===== src/rtl/uart_pkg.sv =====
// Shared UART definitions: transmitter state encoding and the default
// frame constants used by both the transmitter and the receiver.
package uart_pkg;

  typedef enum logic [2:0] {
    IDLE   = 3'd0,
    START  = 3'd1,
    DATA   = 3'd2,
    PARITY = 3'd3,
    STOP   = 3'd4
  } uart_tx_state_t;

  localparam int UART_OVERSAMPLE = 16;
  localparam int UART_DATA_BITS  = 8;

endpackage : uart_pkg


===== src/rtl/uart_tx.sv =====
// UART transmitter: serialises DATA_BITS-wide words onto txd as start +
// data (LSB first) + optional parity + STOP_BITS stop bits. Each bit lasts
// OVERSAMPLE pulses of tx_en, the shared oversample tick from the baud
// generator. Defining UART_TX_PARITY_EN inserts a parity bit after the data
// bits, whose sense is selected by PARITY_ODD.
module uart_tx
  import uart_pkg::*;
#(
  parameter int DATA_BITS  = UART_DATA_BITS,
  parameter int OVERSAMPLE = UART_OVERSAMPLE,
  parameter int STOP_BITS  = 1,
  parameter int PARITY_ODD = 0
) (
  input  logic                 clk,
  input  logic                 rst,
  input  logic                 tx_en,
  input  logic [DATA_BITS-1:0] tx_data,
  input  logic                 tx_valid,
  output logic                 tx_ready,
  output logic                 tx_busy,
  output logic                 tx_done,
  output logic                 txd
);

  localparam int TICK_W = (OVERSAMPLE > 1) ? $clog2(OVERSAMPLE) : 1;
  localparam int BIT_W  = (DATA_BITS > 1) ? $clog2(DATA_BITS) : 1;

  localparam logic [TICK_W-1:0] TICK_LAST = TICK_W'(OVERSAMPLE - 1);
  localparam logic [BIT_W-1:0]  BIT_LAST  = BIT_W'(DATA_BITS - 1);
  localparam logic              STOP_LAST = 1'(STOP_BITS - 1);

  uart_tx_state_t       state_q, state_d;
  logic [TICK_W-1:0]    tick_q, tick_d;
  logic [BIT_W-1:0]     bit_q, bit_d;
  logic                 stop_q, stop_d;
  logic [DATA_BITS-1:0] shift_q, shift_d;
  logic                 done_q, done_d;
  logic                 txd_q, txd_d;
`ifdef UART_TX_PARITY_EN
  logic                 parity_q, parity_d;
`endif

  logic bit_end;

  // State register and registered outputs; reset parks the line idle-high.
  always_ff @(posedge clk or posedge rst) begin
    if (rst) begin
      state_q  <= IDLE;
      tick_q   <= '0;
      bit_q    <= '0;
      stop_q   <= 1'b0;
      shift_q  <= '0;
      done_q   <= 1'b0;
      txd_q    <= 1'b1;
`ifdef UART_TX_PARITY_EN
      parity_q <= 1'b0;
`endif
    end else begin
      state_q  <= state_d;
      tick_q   <= tick_d;
      bit_q    <= bit_d;
      stop_q   <= stop_d;
      shift_q  <= shift_d;
      done_q   <= done_d;
      txd_q    <= txd_d;
`ifdef UART_TX_PARITY_EN
      parity_q <= parity_d;
`endif
    end
  end

  // Next-state logic: tick divider, bit sequencing and the next txd level.
  always_comb begin
    state_d  = state_q;
    tick_d   = tick_q;
    bit_d    = bit_q;
    stop_d   = stop_q;
    shift_d  = shift_q;
    done_d   = 1'b0;
    txd_d    = txd_q;
`ifdef UART_TX_PARITY_EN
    parity_d = parity_q;
`endif

    bit_end = tx_en && (tick_q == TICK_LAST);

    if (tx_en && (state_q != IDLE)) begin
      tick_d = bit_end ? '0 : tick_q + 1'b1;
    end

    case (state_q)
      IDLE: begin
        if (tx_valid) begin
          state_d  = START;
          shift_d  = tx_data;
          tick_d   = '0;
          bit_d    = '0;
          stop_d   = 1'b0;
`ifdef UART_TX_PARITY_EN
          parity_d = (^tx_data) ^ (PARITY_ODD != 0);
`endif
        end
      end
      START: begin
        if (bit_end) state_d = DATA;
      end
      DATA: begin
        if (bit_end) begin
          shift_d = shift_q >> 1;
          if (bit_q == BIT_LAST) begin
            bit_d = '0;
`ifdef UART_TX_PARITY_EN
            state_d = PARITY;
`else
            state_d = STOP;
`endif
          end else begin
            bit_d = bit_q + 1'b1;
          end
        end
      end
      PARITY: begin
        if (bit_end) state_d = STOP;
      end
      STOP: begin
        if (bit_end) begin
          if (stop_q == STOP_LAST) begin
            state_d = IDLE;
            stop_d  = 1'b0;
            done_d  = 1'b1;
          end else begin
            stop_d  = 1'b1;
          end
        end
      end
      default: state_d = IDLE;
    endcase

    case (state_d)
      IDLE:    txd_d = 1'b1;
      START:   txd_d = 1'b0;
      DATA:    txd_d = shift_d[0];
`ifdef UART_TX_PARITY_EN
      PARITY:  txd_d = parity_q;
`else
      PARITY:  txd_d = 1'b1;
`endif
      STOP:    txd_d = 1'b1;
      default: txd_d = 1'b1;
    endcase
  end

  assign tx_ready = (state_q == IDLE);
  assign tx_busy  = (state_q != IDLE);
  assign tx_done  = done_q;
  assign txd      = txd_q;

endmodule : uart_tx


===== config.mk =====
export PLATFORM = sky130hd
export DESIGN_NAME = uart_tx
export DESIGN_NICKNAME = d
export VERILOG_FILES = /design/src/rtl/uart_pkg.sv /design/src/rtl/uart_tx.sv
export SDC_FILE = /design/constraint.sdc
export NUM_CORES = 1
export LEC_CHECK = 0
export ABC_AREA = 1
export CAP_MARGIN = 0
export CELL_PAD_IN_SITES_DETAIL_PLACEMENT = 1
export CELL_PAD_IN_SITES_GLOBAL_PLACEMENT = 1
export CORE_MARGIN = 4
export CORE_UTILIZATION = 40
export CTS_CLUSTER_SIZE = 40
export DETAILED_ROUTE_END_ITERATION = 10
export GPL_TIMING_DRIVEN = 1
export HOLD_SLACK_MARGIN = 0.06
export PLACE_DENSITY = 0.79
export SETUP_SLACK_MARGIN = 0.4
export SLEW_MARGIN = 0
export SYNTH_ARGS = -nofsm -noshare
export SYNTH_HDL_FRONTEND = slang
export SYNTH_SLANG_ARGS = --single-unit

===== constraint.sdc =====
create_clock -name clk -period 1.6 [get_ports clk]
set_input_delay 0.32 -clock clk [delete_from_list [all_inputs] [get_ports clk]]
set_output_delay 0.32 -clock clk [all_outputs]
set_load 0.005 [all_outputs]

[After elaboration in Yosys (flattened, before gate mapping)]
Index checks and enable logic that the tools add are counted.
Word-level totals
  bits in registers: 21
  output and inout bits: 4
  word-level logic and storage cells: 56
Cells by class
  add/subtract/negate cells: 2
  eq/ne operators: 11
  mux-type cells: 27
  reduce and logical (&&, ||, !) cells: 8
Operators by type and width (count)
  2-to-1 mux 3 bit: 10
  2-to-1 mux 4 bit: 4
  2-to-1 mux 8 bit: 2
  one-hot mux 8 bit (2 select lines): 1
  one-hot mux 3 bit (5 select lines): 1
  equality test 3 x 2 -> 1 bit (second input constant): 3
  equality test 3 x 1 -> 1 bit (second input constant): 2
  equality test 3 bit (second input constant): 2
  2-to-1 mux 1 bit: 6
  inequality test 2 bit (second input constant): 3
  one-hot mux 3 bit (2 select lines): 1
  AND reduction 3 bit: 2
  adder 4 x 1 -> 4 bit (second input constant): 1
  equality test 4 bit (second input constant): 1
  one-hot mux 1 bit (2 select lines): 2
  nonzero test 2 bit: 2
  adder 3 x 1 -> 3 bit (second input constant): 1
  logical NOT 3 bit: 1
  nonzero test 3 bit: 1
  logical AND 1 bit: 2

[Logic depth before layout (Yosys ltp)]
  word-level depth: 6
  depth in mapped cells: 9
  depth with buffers taken out: 9

[Worst setup path after synthesis]
Ideal clock, no wire load.
  path kind: flip-flop to flip-flop
  start point: reg tick_q[0]
  end point: reg shift_q[1]
  setup time: 0.124 ns
  arrival: 1.128 ns
  slack: 0.348 ns
  stages on the path, launching flop included: 8
  buffers on the path: 0
  clock period less this slack: 1.252 ns
  cells stage by stage: dfrtp_1 -> ha_1 -> nand2_2 -> nor2_8 -> nand2_4 -> inv_1 -> a22oi_1 -> nand2_1
On the way
  longest elaborated chain between the ends: 4
Ends and longest elaborated chain
  start, declared: RTL line uart_tx.sv:33  | logic [TICK_W-1:0] tick_q, tick_d;
  start signal, assigned: RTL line uart_tx.sv:60  | tick_q <= tick_d;
  equality test 4 bit: RTL line uart_tx.sv:85  | bit_end = tx_en && (tick_q == TICK_LAST);
  logical AND 1 bit: RTL line uart_tx.sv:85
  inequality test 2 bit (no line)
  AND reduction 3 bit (no line)
  end signal, assigned: RTL line uart_tx.sv:63  | shift_q <= shift_d;
  end, declared: RTL line uart_tx.sv:36  | logic [DATA_BITS-1:0] shift_q, shift_d;
No other way between the ends.
A chain may end at the register's enable or synchronous reset.

[Worst setup path after layout]
  start point: reg state_q[0]
  end point: out tx_busy
On the way
  longest elaborated chain between the ends: 1
Ends and longest elaborated chain
  start, declared: RTL line uart_tx.sv:32  | uart_tx_state_t state_q, state_d;
  start signal, assigned: RTL line uart_tx.sv:59  | state_q <= state_d;
  nonzero test 3 bit: RTL line uart_tx.sv:154  | assign tx_busy = (state_q != IDLE);
  end, declared: RTL line uart_tx.sv:20  | output logic tx_busy,
No other way between the ends.

==> flow_metrics.env <==
export IMPL_num_antenna_cells=0
export IMPL_wl_met1_mm=1.63
export IMPL_path_buf_inv=1
export IMPL_hold_violations=0
export IMPL_dieArea_sq_um=3690
export IMPL_min_path_type="in2async"
export IMPL_htree_levels=1
export IMPL_syn_instance_count=126
export IMPL_grt_pass1_vias=1208
export IMPL_io_pins=16
export IMPL_critPathCaptureType="output pin"
export IMPL_crit_slowest_cell="dfrtp_1"
export IMPL_gp_congestion=0.788
export IMPL_max_clock_path_buffers=2
export IMPL_dpl_cell_area_sq_um=1390
export IMPL_cp_arrival_ps=1150
export IMPL_status="finished clean"
export IMPL_antenna_found_initial=0
export IMPL_async_flop_share=1.00
export IMPL_dr_wl_met2_mm=2.36
export IMPL_antenna_left=0
export IMPL_nets=189
export IMPL_die_h_um=60.7
export IMPL_maxCapViolations=0
export IMPL_crit_type="reg2out"
export IMPL_yosys_area_top_type="dfrtp_1"
export IMPL_via_count=1111
export IMPL_first_pass_iters=5
export IMPL_worst_pin_slew_ps=316
export IMPL_path_cells="nor2_4 -> nand2_8 -> buf_2"
export IMPL_start_util=0.433
export IMPL_clock_sinks=20
export IMPL_synth_most_common_cell="nand2_1"
export IMPL_wirelength_mm=4.15
export IMPL_grt_overflow_total=0
export IMPL_power_density_nw_per_um2=1590
export IMPL_routed_top_layer="met4"
export IMPL_ys_warn_count=0
export IMPL_io_buffers=15
export IMPL_cts_root_buf="clkbuf_4"
export IMPL_ys_types=26
export IMPL_clock_fmax_ghz=0.680
export IMPL_ir_worst_vdd_mv=1.10
export IMPL_cts_tree="built"
export IMPL_drive_above_1_share=0.486
export IMPL_report_final_slew_viol_count=0
export IMPL_core_area_sq_um=2570
export IMPL_cp_slowest_stage_delay_ps=460
export IMPL_grt_pass1_wl_mm=5.45
export IMPL_grt_max_degree=21
export IMPL_synth_commonest_cells="nand2_1 (33), dfrtp_1 (19), inv_1 (15)"
export IMPL_wl_per_cell_um=20.4
export IMPL_rsz0062_at_grt="yes"
export IMPL_setup_violations=0
export IMPL_ys_seq_elements=20
export IMPL_fin_skew_ps=19.4
export IMPL_path_clk_slew_ps=130
export IMPL_drc_errors=0
export IMPL_synthFlopType="dfrtp_1"
export IMPL_worst_slew_margin_rel=0.788
export IMPL_syn_cell_area_sq_um=1110
export IMPL_dp_hpwl_mm=2.18
export IMPL_start_kind="flip-flop"
export IMPL_numCtsBuffers=3
export IMPL_critPathRequiredTime_ps=1280
export IMPL_synthesis_nets=141
export IMPL_reg2reg_slack_ps=150
export IMPL_drt_iter0_markers=35
export IMPL_synth_area_leaders="dfrtp_1 (43%), nand2_1 (11%), inv_1 (5.1%), nand2_4 (5.1%), nor2_8 (3.6%)"
export IMPL_avgSynthCellArea_sq_um=8.82
export IMPL_crit_family="flip-flops"
export IMPL_yosysSeqAreaShare=0.452
export IMPL_final_area_sq_um=1730
export IMPL_gr_usage_all_layers=0.201
export IMPL_num_rows=18
export IMPL_area_growth_pct=55.4
export IMPL_power_leakage_nw=0.862
export IMPL_min_period_ps=1470
export IMPL_synth_edf_count=0
export IMPL_cp_max_fo=4
export IMPL_wl_met3_um=111
export IMPL_period_share=0.919
export IMPL_clk_latency_ps=330
export IMPL_total_power_mw=2.75
export IMPL_vias_per_cell=5.47
export IMPL_yosysTopAreaCellShare=0.428
export IMPL_die_w_um=60.7
[cell families after synthesis]
group / share of synthesized area
and+or+nand+nor: 0.369
DFF: 0.452
buffers and inverters: 0.0709
AOI/OAI and AO/OA: 0.0743
adders and majority gates: 0.0338
[worst min-delay path, cell delays in order]
cell and delay (ps):
clkdlybuf4s50_1 420, inv_1 60, buf_4 270
[flip-flops by register name, summed over array words and instances, names as in the netlist]
name     flops
shift_q      8
tick_q       4
txd          1
tx_done      1
state_q      3
bit_q        3
[through the flow]
step	std cells	TNS, ps	setup slack (ps)	hold slack, ps	util
final	203	0	129	337	0.673
after global routing	203	0	78.0	372	0.673
after CTS	197	0	156	334	0.618
after detailed placement	182	-421	-92.8	464	0.541
after global placement	182	0	15.7	464	0.541
after floorplan	126	0	364	283	-
[path summary, 6_finish.rpt]
path                                  from  depth (start not counted)         end
worst max-delay path            state_q[0]                          3     tx_busy
worst min-delay path                   rst                          3   tick_q[2]
worst max register to register   tick_q[0]                          6  state_q[1]
worst min register to register  shift_q[7]                          2  shift_q[7]
max in group asynchronous              rst                          3         txd
min in group clk                shift_q[7]                          2  shift_q[7]
[area by class of cell]
| cell class | count | area [sq um] |
|---|---|---|
| fillers | 286 | 841 |
| multi-input cells | 87 | 689 |
| flip-flops and latches | 20 | 503 |
| repair buffers | 43 | 379 |
| inverters | 19 | 91.3 |
| well taps | 30 | 37.5 |
| clock buffers | 4 | 26.3 |
[what timing repair did]
action	in CTS	in global routing
endpoints found under the setup margin	23	23
buffers inserted	11	6
pin swaps	18	10
hold buffers	0	0
resized for setup	48	20
[power by group]
| part | switching [mW] | total, mW | leakage, nW | internal [mW] |
|---|---|---|---|---|
| combinational | 0.881 | 1.59 | 0.601 | 0.707 |
| sequential | 0.171 | 0.887 | 0.246 | 0.716 |
| clock | 0.178 | 0.275 | 0.0150 | 0.0978 |
| total | 1.23 | 2.75 | 0.862 | 1.52 |
[layout by cell type, fill, tap and decap left out, drive strengths merged]
cell,instances
nand2,44
buf,32
dfrtp,19
inv,18
clkdlybuf4s50,11
nor2,10
nand3,7
nor3,6
o21ai,5
a21oi,4
clkbuf,4
ha,3
a22oi,2
nand4,2
clkinv,1
or2,1
o221ai,1
a31oi,1
o211ai,1
dfstp,1
[routing by layer]
metal,GRT usage,vias to the layer above
met1,0.234,576
met3,0.0298,6
met4,0.0898,0
met2,0.362,28
li1,-,501
met5,0,-
No activity file was read; power rests on OpenSTA's default activity.
==> patch, RTL diff (same settings) <==
`UART_DATA_BITS`: 8 -> 16.
--- a/src/rtl/uart_pkg.sv
+++ b/src/rtl/uart_pkg.sv
@@ -13,3 +13,3 @@
   localparam int UART_OVERSAMPLE = 16;
-  localparam int UART_DATA_BITS  = 8;
+  localparam int UART_DATA_BITS  = 16;
 
Interface: changed (resized tx_data); port bits go from 16 to 24. No check against the original RTL was run, so the function may have changed too.
==> patch against the original RTL <==
Cell area increased by 45%; synthesized area is 32% higher; sequential cell count grew 9; wire length up 79%; combinational power increased by 33%; die area up 27%; worst setup slack worse by 0.061 ns; power increased by 49%; largest power group unchanged.
==> patch: results (changes against the original RTL) <==
Status
  • Status: complete, no violations (unchanged)

Placed design
  • Placed insts: 246 (was 182)
  • PortBufs: 23 (was 15)
  • Post-DP Area: 1870 um2 (was 1390 um2)

Synthesis
  • Synth cell count leaders: nand2_1 (57), dfrtp_1 (28), inv_1 (11), nand3_1 (11), a22oi_1 (10) (was nand2_1 (33), dfrtp_1 (19), inv_1 (15))
  • Post-synthesis net count: 188 (was 141)
  • Synthesized instance count: 166 (was 126)
  • Top cells by area, synth: dfrtp_1 (48%), nand2_1 (15%), a22oi_1 (5.1%) (was dfrtp_1 (43%), nand2_1 (11%), inv_1 (5.1%))

Global routing
  • First-pass GRT wire length: 9.69 mm (was 5.45 mm)
  • M3 GR Usage: 0.0665 (was 0.0298)
  • Largest net degree at the start of global routing: 30 (was 21)
  • Number of global-route vias before repair: 1780 (was 1208)
  • Met2 GRT Util: 0.527 (was 0.362)
  • Global Route Usage Sum: 0.299 (was 0.201)

Route
  • Vias: 1654 (was 1111)
  • Wire per inst: 26.4 um (was 20.4 um)
  • Post-Route WL: 7.42 mm (was 4.15 mm)
  • DR pass1 iterations: 4 (was 5)
  • Starting DRT DRC Count: 185 (was 35)

Timing
  • Slew headroom: 0.697 (was 0.788)
  • Setup Skew: 0.00714 ns (was 0.0194 ns)

Clock tree
  • Clock buffer count from CTS: 5 (was 3)
  • Clock-pin transition on the worst setup and hold timing paths: 0.07 ns (was 0.13 ns)
  • H-tree lvl count: 2 (was 1)
  • CTS Root Cell: clkbuf_8 (was clkbuf_4)

Final layout
  • Layout Nets: 257 (was 189)
  • Top Registers: shift_q x16, bit_q x4, tick_q x4 (was shift_q x8, tick_q x4)
  • Ratio of cells with drive above 1 in the final layout: 0.472 (was 0.486)

Critical path
  • CP arrival: 1.76 ns (was 1.15 ns)
==> patch: cell count changes after synthesis, moves of 3 or more <==
cell     delta
inv_1       -4
nand2_1    +24
nand3_1     +6
nor3_1      -3
a22oi_1     +8
o21ai_1     +4
dfrtp_1     +9
nand2_4     -4
nor2_1      +3
==> patch: area by class of cell <==
class,count,area (um2),share of cell area
multi-input combinational,125,962,0.384
sequential,29,728,0.291
clock buffer,7,86.3,0.0345
timing repair buffer,61,616,0.246
tap,46,57.6,0.0230
inverter,13,53.8,0.0215
==> patch: per-stage QoR <==
step	setup WS, ns	TNS (ns)
after CTS	0.220	0
after detailed placement	-0.0873	-0.453
final	0.0675	0
after global placement	-0.0262	-0.0262
after floorplan	0.332	0
after global routing	0.0344	0
==> patch: cell families (layout without fill, tap and decap cells) <==
| group | Yosys count | count (layout) | synth area share |
|---|---|---|---|
| and+or+nand+nor | 96 | 100 | 0.328 |
| DFF | 29 | 29 | 0.496 |
| AOI/OAI and AO/OA | 21 | 21 | 0.0931 |
| buffers and inverters | 16 | 81 | 0.0538 |
| adders and majority gates | 2 | 2 | 0.0171 |
| xor gates and xnor gates | 2 | 2 | 0.0120 |
==> patch: final timing paths <==
check | slack (ns) | cells after the start | to | start
worst max-delay path | 0.07 | 6 | state_q[1] | tick_q[1]
worst min-delay path | 0.45 | 3 | shift_q[3] | rst
worst max register to register | 0.07 | 6 | state_q[1] | tick_q[1]
worst min register to register | 0.51 | 2 | shift_q[4] | shift_q[4]
max in group asynchronous | 0.82 | 3 | txd | rst
min in group clk | 0.51 | 2 | shift_q[4] | shift_q[4]
==> patch: critical path, stage by stage, from the launching register on <==
cell     delay (ns)
dfrtp_1        0.43
ha_4           0.22
nand2_4        0.09
nor2_4         0.06
buf_6          0.14
nor3_1         0.36
or2_1          0.18
==> patch: repair_timing <==
item,4_1_cts,5_1_grt
cloned,4,1
pin swaps,26,15
hold buffers,0,0
endpoints found under the setup margin,32,32
resized for setup,56,37
setup buffers,14,9
==> patch: where the power goes <==
part / leakage [nW] / internal, mW / switching [mW] / total [mW]
Combinational: 0.779 / 0.924 / 1.19 / 2.12
Sequential: 0.361 / 1.05 / 0.309 / 1.36
Clock: 0.0443 / 0.341 / 0.284 / 0.625
==> patch: metal layers <==
metal  up-vias  wire (um)
met4         0        382
met3        44        425
li1        695          -
met5         -          0
met1       817       2810
met2        98       3800
